### config.mk
export PLATFORM = sky130hd
export DESIGN_NAME = error_calc
export DESIGN_NICKNAME = d
export VERILOG_FILES = /design/src/rtl/error_calc_pkg.sv /design/src/rtl/error_calc_cu.sv /design/src/rtl/error_calc_dp.sv /design/src/rtl/error_calc.sv
export SDC_FILE = /design/constraint.sdc
export NUM_CORES = 2
export LEC_CHECK = 0
export BUFFER_PORTS_ARGS = -buffer_cell sky130_fd_sc_hd__buf_2
export CAP_MARGIN = 20
export CORE_UTILIZATION = 50
export CTS_BUF_LIST = sky130_fd_sc_hd__clkbuf_16
export CTS_CLUSTER_DIAMETER = 100
export DETAILED_ROUTE_END_ITERATION = 8
export GPL_TIMING_DRIVEN = 0
export PLACE_DENSITY = 0.67
export REMOVE_ABC_BUFFERS = 1
export SLEW_MARGIN = 25
export SYNTH_ARGS = -nofsm -noshare
export SYNTH_HDL_FRONTEND = slang
export SYNTH_SLANG_ARGS = --single-unit
### constraint.sdc
create_clock -name clk -period 12.1 [get_ports clk]
set_input_delay 1.21 -clock clk [delete_from_list [all_inputs] [get_ports clk]]
set_output_delay 1.21 -clock clk [all_outputs]
set_load 0.03 [all_outputs]
### src/rtl/error_calc_pkg.sv
// Shared regression definitions: fixed-point format, accumulator width and
// the error-stage sequencing states.
package error_calc_pkg;

    localparam int REG_W    = 20;
    localparam int REG_FRAC = 10;
    localparam int SSE_W    = 48;

    typedef enum logic [1:0] {
        ST_IDLE  = 2'd0,
        ST_RUN   = 2'd1,
        ST_DRAIN = 2'd2
    } ec_state_e;

    function automatic logic [SSE_W-1:0] sat_add(input logic [SSE_W-1:0] a,
                                                 input logic [SSE_W-1:0] b);
        logic [SSE_W:0] sum;
        sum = {1'b0, a} + {1'b0, b};
        return sum[SSE_W] ? '1 : sum[SSE_W-1:0];
    endfunction

endpackage

### src/rtl/error_calc_cu.sv
// Error-stage control: run sequencing, sample counter and pipeline valid strobes.
//   state    | meaning
//   ST_IDLE  | waiting for En; results from the last run held
//   ST_RUN   | accepting samples until N_SAMPLES have been taken
//   ST_DRAIN | no more samples; waiting for the pipeline to empty
module error_calc_cu
    import error_calc_pkg::*;
#(
    parameter int N_SAMPLES = 150
) (
    input  logic clk,
    input  logic rst,
    input  logic en,
    input  logic in_valid,
    output logic in_ready,
    output logic load,
    output logic accept,
    output logic s1_valid,
    output logic err_valid,
    output logic busy,
    output logic done
);

    localparam int CNT_W = $clog2(N_SAMPLES + 1);
    localparam logic [CNT_W-1:0] CNT_MAX  = CNT_W'(N_SAMPLES);
    localparam logic [CNT_W-1:0] CNT_LAST = CNT_W'(N_SAMPLES - 1);

    ec_state_e        state_q, state_d;
    logic [CNT_W-1:0] count_q, count_d;
    logic             s1_valid_q, s1_valid_d;
    logic             err_valid_q, err_valid_d;

    always_ff @(posedge clk) begin
        if (rst) begin
            state_q     <= ST_IDLE;
            count_q     <= '0;
            s1_valid_q  <= 1'b0;
            err_valid_q <= 1'b0;
        end else begin
            state_q     <= state_d;
            count_q     <= count_d;
            s1_valid_q  <= s1_valid_d;
            err_valid_q <= err_valid_d;
        end
    end

    always_comb begin
        state_d     = state_q;
        count_d     = count_q;
        load        = 1'b0;
        done        = 1'b0;
        in_ready    = (state_q == ST_RUN) && (count_q < CNT_MAX);
        accept      = in_ready && in_valid;
        s1_valid_d  = accept;
        err_valid_d = s1_valid_q;

        case (state_q)
            ST_IDLE: begin
                if (en) begin
                    load    = 1'b1;
                    count_d = '0;
                    state_d = ST_RUN;
                end
            end
            ST_RUN: begin
                if (accept) begin
                    count_d = count_q + CNT_W'(1);
                    if (count_q == CNT_LAST) begin
                        state_d = ST_DRAIN;
                    end
                end
            end
            ST_DRAIN: begin
                // the accumulate happens on the edge that clears err_valid
                if (!s1_valid_q && !err_valid_q) begin
                    done    = 1'b1;
                    state_d = ST_IDLE;
                end
            end
            default: state_d = ST_IDLE;
        endcase
    end

    assign s1_valid  = s1_valid_q;
    assign err_valid = err_valid_q;
    assign busy      = (state_q != ST_IDLE);

endmodule

### src/rtl/error_calc_dp.sv
// Error-stage datapath: coefficient latch, product stage, prediction/error
// stage and saturating sum-of-squares accumulator.
module error_calc_dp
    import error_calc_pkg::*;
#(
    parameter int W    = REG_W,
    parameter int FRAC = REG_FRAC
) (
    input  logic             clk,
    input  logic             rst,
    input  logic             load,
    input  logic             accept,
    input  logic             s1_valid,
    input  logic             err_valid,
    input  logic [W-1:0]     b0_in,
    input  logic [W-1:0]     b1_in,
    input  logic [W-1:0]     x,
    input  logic [W-1:0]     y,
    output logic [W-1:0]     yhat,
    output logic [W-1:0]     err,
    output logic [SSE_W-1:0] sse
);

    localparam int PW = 2 * W;

    logic [W-1:0]          b0_q, b0_d, b1_q, b1_d;
    logic signed [PW-1:0]  prod_q, prod_d;
    logic [W-1:0]          y1_q, y1_d;
    logic [W-1:0]          yhat_q, yhat_d, err_q, err_d;
    logic [SSE_W-1:0]      sse_q, sse_d;
    logic signed [PW-1:0]  b1_ext, x_ext, err_ext, sq;
    logic                  prod_unused;

    always_ff @(posedge clk) begin
        if (rst) begin
            b0_q   <= '0;
            b1_q   <= '0;
            prod_q <= '0;
            y1_q   <= '0;
            yhat_q <= '0;
            err_q  <= '0;
            sse_q  <= '0;
        end else begin
            b0_q   <= b0_d;
            b1_q   <= b1_d;
            prod_q <= prod_d;
            y1_q   <= y1_d;
            yhat_q <= yhat_d;
            err_q  <= err_d;
            sse_q  <= sse_d;
        end
    end

    always_comb begin
        b0_d    = b0_q;
        b1_d    = b1_q;
        prod_d  = prod_q;
        y1_d    = y1_q;
        yhat_d  = yhat_q;
        err_d   = err_q;
        sse_d   = sse_q;
        b1_ext  = PW'($signed(b1_q));
        x_ext   = PW'($signed(x));
        err_ext = PW'($signed(err_q));
        sq      = err_ext * err_ext;

        if (load) begin
            b0_d = b0_in;
            b1_d = b1_in;
        end
        if (accept) begin
            prod_d = b1_ext * x_ext;
            y1_d   = y;
        end
        if (s1_valid) begin
            yhat_d = b0_q + prod_q[W+FRAC-1:FRAC];
            err_d  = y1_q - yhat_d;
        end
        if (load) begin
            sse_d = '0;
        end else if (err_valid) begin
            sse_d = sat_add(sse_q, {{(SSE_W-PW){1'b0}}, sq});
        end
    end

    // only the Q10.10 window of the product feeds the prediction
    assign prod_unused = ^{prod_q[PW-1:W+FRAC], prod_q[FRAC-1:0]};

    assign yhat = yhat_q;
    assign err  = err_q;
    assign sse  = sse_q;

endmodule

### src/rtl/error_calc.sv
// Regression error stage: predicts yhat = B0 + B1*x per sample, reports the
// residual and accumulates the sum of squared residuals over a run.
module error_calc
    import error_calc_pkg::*;
#(
    parameter int N_SAMPLES = 150,
    parameter int W         = REG_W,
    parameter int FRAC      = REG_FRAC
) (
    input  logic             clk,
    input  logic             rst,
    input  logic             En,
    input  logic [W-1:0]     B0,
    input  logic [W-1:0]     B1,
    input  logic [W-1:0]     x,
    input  logic [W-1:0]     y,
    input  logic             in_valid,
    output logic             in_ready,
    output logic [W-1:0]     yhat,
    output logic [W-1:0]     err,
    output logic             err_valid,
    output logic [SSE_W-1:0] sse,
    output logic             busy,
    output logic             done
);

    logic load;
    logic accept;
    logic s1_valid;

    error_calc_cu #(
        .N_SAMPLES (N_SAMPLES)
    ) u_cu (
        .clk       (clk),
        .rst       (rst),
        .en        (En),
        .in_valid  (in_valid),
        .in_ready  (in_ready),
        .load      (load),
        .accept    (accept),
        .s1_valid  (s1_valid),
        .err_valid (err_valid),
        .busy      (busy),
        .done      (done)
    );

    error_calc_dp #(
        .W    (W),
        .FRAC (FRAC)
    ) u_dp (
        .clk       (clk),
        .rst       (rst),
        .load      (load),
        .accept    (accept),
        .s1_valid  (s1_valid),
        .err_valid (err_valid),
        .b0_in     (B0),
        .b1_in     (B1),
        .x         (x),
        .y         (y),
        .yhat      (yhat),
        .err       (err),
        .sse       (sse)
    );

endmodule

==> results.yml <==
worst_hold_path:
  holdPathEnd: "u_dp.prod_q[27]"
  min_delay_path_depth: 2
  worstHoldStart: "u_dp.prod_q[27]"
  min-delay-path-class: "flip-flop to flip-flop"
clock_network:
  post_cts_buffers: 0
  cts_tree: "yes"
  clk_path_buf_depth: 2
  clockRootBuffer: "clkbuf_16"
  cts_made_buffers: 17
  clk_latency_ps: 500
  clk_pin_slew_ps: 90
  htree_levels: 4
  clock-sinks: 180
routing:
  routed_wl_mm: 89.4
  drt-pass1-iter-count: 5
  drt_iter0_drc: 1414
  drc_errors: 0
  vias_per_cell: 5.29
  routed-via-count: 26086
  wl_per_cell_um: 18.1
  antenna_left: 0
synthesis:
  syn_inst: 3962
  synth-simple-area-share_pct: 14.6
  synthMuxAreaShare_pct: 0.545
  synth_fa_ha_area_share_pct: 50.1
  ys_ff_latch: 180
  synth_edf_count: 0
  avgSynthCellArea_um2: 8.81
  ys_warn_count: 0
  synth.distinct_cells: 70
  ys_seq_area_share_pct: 10.3
  synth_top_family_by_area: "adder cells"
  ys.flop_type: "dfxtp_1"
  netlist_area_um2: 34900
  synthArstFlopShare_pct: 0
  synth_compound_area_share_pct: 9.53
  synth_xor_area_share_pct: 4.41
cells_and_area:
  fin_nets: 5054
  fillers: 6390
  syn_to_final_growth_pct: 6.33
  ff_latch_area_um2: 3630
  n_antenna_cell: 0
  drive_gt1_share_pct: 6.72
  multi_input_area_um2: 27700
floorplanning:
  ioPinCount: 176
  coreArea_um2: 68800
  dieArea_um2: 70900
  die_w_um: 266
  die_h_um: 266
  start_util_pct: 50.7
  row_count: 96
worst_setup_path:
  reg2regPathDepth: 32
  critPathLaunchType: "flip-flop"
  endpoint_kind: "flip-flop"
  crit_fanout: 26
  path_class: "flip-flop to flip-flop"
  critical_path_buf_inv_count: 5
  rrSetupSlack_ps: 810
  r2r_end: "u_dp.sse[41]"
  crit_family: "adder cells"
  worstPathRequired_ps: 12540
  crit_path_top_delay_cell: "dfxtp_2"
  r2r-start: "u_dp.err[12]"
  critPathMostFrequentCell: "fa_1"
  crit_path_max_incr_delay_ps: 790
  arrival_ps: 11730
sta:
  tightest_slew_ps: 1120
  fmax_mhz: 88.6
  final.min_clock_period_ps: 11290
  maxSlewHeadroom_pct: 25.2
  fin_skew_ps: 21.7
  finalHoldViolCount: 0
  rsz0062_at_grt: "no"
  setup_viol_count_final: 0
  final_max_slew_viol_count: 0
  fin_setup_tns_ps: 0
  period_share_pct: 93.3
global_route:
  antenna_found_initial: 1
  overflow: 0
  grt_util_all_layers_pct: 26.5
  grt_pass1_vias: 27473
  grt_pass1_wl_mm: 146
  grt_max_degree: 84
power:
  p_total_uw: 3620
  leakage_uw: 0.0190
  ir_worst_vdd_uv: 120
  power_density_nw_per_um2: 97.6
placed_design:
  dpl.hpwl_mm: 70.9
  io_buffers: 175
  gp_congestion: 0.878
run:
  maxCapViolCount: 0
status:
  status: "finished, final reports clean"
metal layers:
layer / track usage (%) / up-vias / routed length [um]
met5: 0 / - / 0
met4: 8.06 / 0 / 2480
met3: 4.82 / 139 / 5860
met2: 43.7 / 729 / 41500
met1: 35.5 / 13011 / 39500
li1: - / 12207 / -
worst max-delay path by stage:
stage | slack, ps | depth (start not counted) | startpoint | to
after floorplan | 2940 | 33 | u_dp.err[11] | u_dp.sse[41]
after global placement | 360 | 32 | u_dp.err[12] | u_dp.sse[43]
after detailed placement | 550 | 32 | u_dp.err[5] | u_dp.sse[41]
after CTS | 560 | 32 | u_dp.err[5] | u_dp.sse[41]
after global routing | 140 | 32 | u_dp.err[11] | u_dp.sse[41]
final | 810 | 32 | u_dp.err[12] | u_dp.sse[41]
area by class of cell:
type / count / area share (%)
clock buffer: 17 / 1.15
clock inverter: 14 / 0.492
inverter: 803 / 8.12
multi-input combinational: 2807 / 74.5
sequential: 180 / 9.77
tap: 931 / 3.14
timing repair buffer: 182 / 2.85
report_power, final:
part | switching (uW) | internal (uW)
sequential | 113 | 634
combinational | 1290 | 966
clock | 320 | 298
total | 1720 | 1900
cell usage after synthesis, types with 14 or more instances:
| cell type | number | share of area, % |
|---|---|---|
| inv_1 | 802 | 8.6 |
| fa_1 | 697 | 40 |
| nand2_1 | 537 | 5.8 |
| ha_1 | 282 | 10 |
| and2_1 | 224 | 4.0 |
| a21oi_1 | 194 | 2.8 |
| dfxtp_1 | 180 | 10 |
| clkbuf_1 | 161 | 1.7 |
| nor2_1 | 161 | 1.7 |
| xnor2_1 | 127 | 3.2 |
| o21ai_0 | 101 | 1.4 |
| a21o_1 | 73 | 1.6 |
| xor2_1 | 49 | 1.2 |
| nand3_1 | 39 | 0.56 |
| a31oi_1 | 32 | 0.57 |
| nor3_1 | 30 | 0.43 |
| nand2b_1 | 28 | 0.50 |
| a211oi_1 | 21 | 0.45 |
| and3_1 | 20 | 0.36 |
| mux2i_1 | 19 | 0.54 |
| o21a_1 | 17 | 0.37 |
| o21bai_1 | 14 | 0.30 |
tightest hold or removal path, cell delays in order, from the launching register on:
cell and delay [ps]:
dfxtp_1 320, nand2_1 50, a21oi_1 50
cells in the final DEF (no fill, tap or decap), drive strengths merged, types with 11 or more instances in the layout:
cell type  synthesis  routed
nand3             40      40
nand2            537     537
mux2i             19      19
o21bai            14      14
a211oi            22      22
nor3              30      30
and2             224     224
and3              22      22
nor2             162     162
o211ai            11      11
xor2              49      49
xnor2            127     127
clkbuf           161      17
inv              802     810
a21o              73      73
buf               11     182
o21a              17      17
dfxtp            180     180
ha               282     282
o21ai            105     105
nor2b             13      13
a21oi            204     204
nand4             13      13
nand2b            28      28
fa               697     697
a31oi             32      32
timing repair:
item                       in CTS  in global routing
hold buffers                    0                  0
setup endpoints to repair       0                  7
gates resized for setup         0                  1
metrics by stage:
step	setup slack (ps)	util [%]	instances	hold slack, ps	instance area, um^2
after floorplan	2940	-	3790	427	34200
after global placement	358	52.7	4896	445	36300
after detailed placement	552	53.1	4903	449	36500
after CTS	555	53.9	4934	459	37100
after global routing	139	54.0	4934	476	37100
final	815	54.0	4934	458	37100
sequential cells by signal, indices dropped and copies added, names as in the netlist:
name and flops:
u_dp.sse 48, u_dp.prod_q 20, u_cu.state_q 2, u_dp.err 20, u_dp.yhat 20, u_cu.err_valid 1
u_cu.count_q 8, u_cu.s1_valid 1, u_dp.b0_q 20, u_dp.b1_q 20, u_dp.y1_q 20
logic make-up (layout without fill, tap and decap cells):
logic type | after synthesis | count (layout)
simple gates | 1099 | 1099
fa+ha+maj | 979 | 979
buf+inv | 975 | 1016
compound gates | 534 | 534
flops | 180 | 180
xor+xnor | 176 | 176
mux | 19 | 19
Note: power is estimated with default switching activity, not from simulation.
